--- src/rtl/hc194_deser.sv ---
// hc194_deser: serial-to-parallel receiver for a HC194-style shift-register link, valid/ready output with sticky overrun
module hc194_deser #(
  parameter int W = 4
) (
  input  logic         CP,
  input  logic         MR,
  input  logic         SDI,
  input  logic         SEN,
  input  logic         FS,
  input  logic         DIR,
  input  logic         READY,
  input  logic         CLR_OVR,
  output logic [0:W-1] Q,
  output logic         VALID,
  output logic         OVR,
  output logic         BUSY
);
  localparam int CW = $clog2(W + 1);
  typedef enum logic {IDLE, SHIFT} state_t;
  state_t        state_q, state_d;
  logic [0:W-1]  sr_q, sr_d, q_q, q_d, base, shifted;
  logic [CW-1:0] cnt_q, cnt_d;
  logic          dir_q, dir_d, valid_q, valid_d, ovr_q, ovr_d;
  logic          start, step, done, dir_use;
  always_comb begin
    start   = SEN & FS;
    step    = SEN & ~FS & (state_q == SHIFT);
    done    = step & (cnt_q == CW'(W - 1));
    dir_use = start ? DIR : dir_q;
    // a new frame shifts into a cleared register so stale bits never leak in
    base    = start ? '0 : sr_q;
    shifted = dir_use ? {base[1:W-1], SDI} : {SDI, base[0:W-2]};
    state_d = start ? SHIFT : done ? IDLE : state_q;
    cnt_d   = start ? CW'(1) : done ? '0 : step ? cnt_q + CW'(1) : cnt_q;
    dir_d   = start ? DIR : dir_q;
    sr_d    = (start | step) ? shifted : sr_q;
    q_d     = (done & (~valid_q | READY)) ? shifted : q_q;
    valid_d = done | (valid_q & ~READY);
    ovr_d   = (done & valid_q & ~READY) | (ovr_q & ~CLR_OVR);
  end
  always_ff @(posedge CP) begin
    if (MR) begin
      state_q <= IDLE;
      sr_q    <= '0;
      cnt_q   <= '0;
      dir_q   <= 1'b0;
      q_q     <= '0;
      valid_q <= 1'b0;
      ovr_q   <= 1'b0;
    end else begin
      state_q <= state_d;
      sr_q    <= sr_d;
      cnt_q   <= cnt_d;
      dir_q   <= dir_d;
      q_q     <= q_d;
      valid_q <= valid_d;
      ovr_q   <= ovr_d;
    end
  end
  assign Q     = q_q;
  assign VALID = valid_q;
  assign OVR   = ovr_q;
  assign BUSY  = (state_q == SHIFT);
endmodule

--- config.mk ---
export PLATFORM = sky130hd
export DESIGN_NAME = hc194_deser
export DESIGN_NICKNAME = d
export VERILOG_FILES = /design/src/rtl/hc194_deser.sv
export SDC_FILE = /design/constraint.sdc
export NUM_CORES = 1
export LEC_CHECK = 0
export ABC_AREA = 0
export BUFFER_PORTS_ARGS = -buffer_cell sky130_fd_sc_hd__clkbuf_2
export CORE_AREA = 2 2 43 45
export DETAILED_ROUTE_END_ITERATION = 16
export DIE_AREA = 0 0 45 47
export PLACE_DENSITY = 0.68
export SKIP_LAST_GASP = 1
export SLEW_MARGIN = 20
export SYNTH_ARGS = -nofsm -noshare
export SYNTH_HDL_FRONTEND = slang
export SYNTH_SLANG_ARGS = --single-unit
--- constraint.sdc ---
create_clock -name CP -period 1.3 [get_ports CP]
set_input_delay 0.13 -clock CP [delete_from_list [all_inputs] [get_ports CP]]
set_output_delay 0.13 -clock CP [all_outputs]
set_load 0.05 [all_outputs]
; ---- After elaboration in Yosys (flattened, before gate mapping)
; Cells that the tools add are included.
[totals]
reg_bits = 15
latchBits = 0
mem_bits_rw = 0
rom_bits = 0
inputBits = 8
memories = 0
[op_classes]
n_addsub = 1
multipliers = 0
div = 0
order_cmp = 0
n_eq_ne = 1
shift = 0
mux = 8
bitwise_logic = 17
n_reduce_logical = 3
[op_table]
columns = cell, count
row1 = $and A1 B1 Y1, 9
row2 = $mux W4, 2
row3 = $mux W1, 6
row4 = $not A1 Y1, 4
row5 = $or A1 B1 Y1, 4
row6 = $add A3 B1 Y3 const B, 1
row7 = $eq A3 B2 Y1 const B, 1
row8 = $reduce_bool A3 Y1, 1
row9 = $reduce_or A3 Y1, 1
row10 = $reduce_bool A2 Y1, 1

; ---- Depth between registers and ports, before layout
[depth]
depth_word = 7
ltp_mapped = 5

; ---- Least setup slack after synthesis
; No wires, ideal clock.
[synth_path]
path_kind = reg-to-reg
from = register state_q (netlist: BUSY)
to = register cnt_q[1]
setup_time_ns = 0.114
t_arrival_ns = 1.288
required_time_ns = 1.186
setup_slack_ns = -0.103
stages_incl_launch_ff = 5
cell_sequence = dfxtp_1 > and3b_1 > buf_4 > mux2i_1 > nor2_1
[synth_via]
elab_chain_cells = 3
[synth_lines]
columns = item, line
row1 = "start, declared", 20  ; state_t state_q, state_d;
row2 = "start signal, assigned", 51  ; state_q <= state_d;
row3 = $and A1 B1 Y1 *, 27  ; step = SEN & ~FS & (state_q == SHIFT);
row4 = $and A1 B1 Y1, 28  ; done = step & (cnt_q == CW'(W - 1));
row5 = $reduce_or A3 Y1 (no line), n/a
row6 = "end signal, assigned", 53  ; cnt_q <= cnt_d;
row7 = "end, declared", 22  ; logic [CW-1:0] cnt_q, cnt_d;
; Mark *: on every way between the ends. The rest lies on a longest branch, timed or not.
; A chain may end at the register's enable or synchronous reset.

; ---- Worst setup path in the final report
[layout_path]
from = register cnt_q[0]
to = register q_q (netlist bit Q[0])
[layout_via]
elab_chain_cells = 3
[layout_lines]
columns = item, line
row1 = $eq A3 B2 Y1, 28
row2 = $and A1 B1 Y1, 28
row3 = $and A1 B1 Y1, 37  ; q_d = (done & (~valid_q | READY)) ? shifted : q_q;
row4 = "end signal, assigned", 55  ; q_q <= q_d;
row5 = "end, declared", 21  ; logic [0:W-1] sr_q, sr_d, q_q, q_d, base, shifted;
; No other way between the ends.

==> results.sh <==
export IMPL_outcome="complete, no violations"
export IMPL_cpPeakStageDelay_ps=360
export IMPL_leakagePower_nw=0.342
export IMPL_postCtsHoldBufs=0
export IMPL_cp_max_fo=5
export IMPL_yosysWarningCount=0
export IMPL_antenna_found_initial=0
export IMPL_synth_area_um2=704
export IMPL_wirelength_um=1450
export IMPL_fmax_ghz=0.806
export IMPL_clk_pin_slew_ps=80
export IMPL_routed_via_density=5.55
export IMPL_synthTopCellsByArea="dfxtp_1 43%, a21oi_1 6.4%, nand2_1 4.3%"
export IMPL_regToRegEndpoint="Q[0]"
export IMPL_worstPathCellList="ha_4 > ha_4 > and4b_2 > nand4_1 > a21oi_1"
export IMPL_cts_made_buffers=3
export IMPL_path_class="register to register"
export IMPL_ant_nets=0
export IMPL_ys_types=28
export IMPL_die_h_um=47
export IMPL_crit_reg2reg_launch="cnt_q[0]"
export IMPL_initial_core_util_pct=42.7
export IMPL_yosysMostFrequentCell="dfxtp_1"
export IMPL_holdWs_ps=129
export IMPL_crit_path_end_kind="register"
export IMPL_syn_avg_cell_area_um2=8.92
export IMPL_fill_cells=167
export IMPL_grt_ovfl_total=0
export IMPL_synth_edf_count=0
export IMPL_dp_cells=108
export IMPL_vdd_drop_max_uv=770
export IMPL_track_usage_pct=15.4
export IMPL_hold_viol_final=0
export IMPL_grt_max_degree=15
export IMPL_min_period_ps=1240
export IMPL_cp_arrival_ps=1460
export IMPL_drive_above_1_share_pct=32.6
export IMPL_worstMarginPinSlew_ps=348
export IMPL_start_kind="register"
export IMPL_r2r_setup_slack_ps=60
export IMPL_cp_required_ps=1510
export IMPL_synth_top_area_cell="dfxtp_1"
export IMPL_dr_total_vias=622
export IMPL_fin_worst_skew_ps=0.725
export IMPL_max_slew_margin_pct=76.7
export IMPL_first_pass_iters=4
export IMPL_die_width_um=45
export IMPL_cts_root_buf="clkbuf_4"
export IMPL_seq_area_frac_synth_pct=42.6
export IMPL_clock_sinks=15
export IMPL_synth_xor_area_share_pct=0
export IMPL_synthArstFlopShare_pct=0
export IMPL_rows=15
export IMPL_setup_tns_ps=0
export IMPL_diodes=0
export IMPL_synth_ff_type="dfxtp_1"
export IMPL_worstHoldStart="DIR"
export IMPL_fin_nets=106
export IMPL_crit_path_top_delay_cell="dfxtp_2"
export IMPL_netlist_instances=79
export IMPL_ys_ff_latch=15
export IMPL_cts_max_level=1
export IMPL_worst_path_buf_inv=0
export IMPL_regArea_um2=304
export IMPL_place_hpwl_um=1100
export IMPL_crit_top_cell="ha_4"
export IMPL_grt_pass1_wl_um=2350
export IMPL_synth_top_area_share_pct=42.6
export IMPL_port_buffers=14
export IMPL_r2r_cells=5
export IMPL_design_die_area_um2=2120
export IMPL_synth_fa_ha_area_share_pct=3.55
export IMPL_hold_depth=3
export IMPL_multi_input_area_um2=399
export IMPL_rsz0062_at_grt="true"
export IMPL_synth_mux_area_share_pct=7.82
export IMPL_synth_top_family_by_area="compound AO/OA/AOI/OAI gates"
export IMPL_layout_cells_non_filler=112
export IMPL_wl_per_cell_um=12.9
export IMPL_gp_congestion=0.796
export IMPL_path_delay_family="simple AND/OR/NAND/NOR gates"
export IMPL_cap_violations=0
export IMPL_grt_pass1_vias=547
export IMPL_insertion_delay_ps=280
export IMPL_post_route_period_util_pct=95.5
export IMPL_synth_commonest_cells="15 x dfxtp_1, 9 x a21oi_1, 8 x nand2_1"
export IMPL_synth_simple_gate_area_share_pct=19.0
export IMPL_hold_class="primary input to register"
export IMPL_drc=0
export IMPL_synth_compound_area_share_pct=21.5
export IMPL_drtIter0Drc=14
export IMPL_final_max_slew_viol_count=0
export IMPL_cts_tree="built"
export IMPL_powerDensity_nw_per_um2=983
export IMPL_whs_endpoint="dir_q"
export IMPL_syn_nets=89
export IMPL_setup_viol=0
export IMPL_io_pins=15
export IMPL_syn_to_final_growth_pct=20.8
export IMPL_core_area_um2=1650
export IMPL_cts_buffer_depth=2
worst max path at each step:
stage	slack, ps	end	depth (start not counted)	start
after global placement	10	cnt_q[0]	6	cnt_q[0]
after global routing	-50	Q[0]	5	cnt_q[0]
after floorplan	20	OVR	5	cnt_q[0]
after detailed placement	-7	OVR	5	cnt_q[0]
final	60	Q[0]	5	cnt_q[0]
after CTS	4	Q[2]	5	cnt_q[1]
tightest hold or removal path: stages:
cell and delay [ps]:
clkbuf_2 100, nand3_1 80, a21oi_1 60
timing repair:
item | CTS | global route
pin swaps | 0 | 7
setup buffers | 0 | 0
resized for setup | 3 | 9
endpoints found under the setup margin | 5 | 8
final cells by class:
type / instances / share of cell area, %
Clock buffer: 4 / 3.09
Timing Repair Buffer: 16 / 10.0
Sequential cell: 15 / 35.7
Multi-Input combinational cell: 56 / 46.9
Tap cell: 17 / 2.50
Inverter: 4 / 1.76
cells by family (layout without fill, tap and decap cells):
| family | count (synthesis) | count (layout) |
|---|---|---|
| muxes | 5 | 5 |
| AOI/OAI and AO/OA | 24 | 24 |
| buffers and inverters | 8 | 24 |
| adders and majority gates | 2 | 2 |
| and+or+nand+nor | 25 | 25 |
| DFF | 15 | 15 |
sequential cells by signal, summed over array words and instances (netlist names):
signal,count
BUSY,1
OVR,1
Q,4
VALID,1
cnt_q,3
dir_q,1
sr_q,4
cell usage in the layout, fill, tap and decap left out:
cell and n:
clkbuf_2 14, dfxtp_1 12, a21oi_1 9, nand2_1 8, nor2_1 5, inv_1 4
nand4_1 4, o21ai_1 4, dfxtp_2 3, clkbuf_4 3, a21o_1 2, mux2_2 2
o21ai_2 2, a22oi_1 2, mux2_1 2, a31oi_1 2, a221oi_1 2, nor2b_1 2
ha_4 2, buf_4 2, and3b_1 1, mux2i_1 1, nand4b_1 1, nand2b_1 1
and4b_2 1, a211oi_2 1, nor3b_2 1, nand3_1 1, clkbuf_1 1
report_power, final:
part | internal (mW) | switching, mW
Sequential | 0.472 | 0.0131
Combinational | 0.0379 | 0.0538
Clock | 0.119 | 0.140
layer usage:
metal,wire length (um),track usage (%),part of all wire [%],vias to the layer above
met4,13,3.53,0.90,0
met1,660,20.0,46,287
met2,692,24.6,48,11
met3,79,5.77,5.5,2
li1,-,-,-,322
met5,0,0,0,-
through the flow:
step / util [%] / power (mW) / setup WS, ps / instance area, um^2
final: 51.5 / 0.837 / 58.7 / 851
after global routing: 51.5 / 0.883 / -54.1 / 851
after CTS: 49.6 / 0.847 / 4.15 / 820
after detailed placement: 47.7 / 0.583 / -7.37 / 788
after global placement: 47.7 / 0.580 / 12.8 / 788
after floorplan: - / 0.555 / 19.4 / 706
Power figures use the tool's default switching activity.
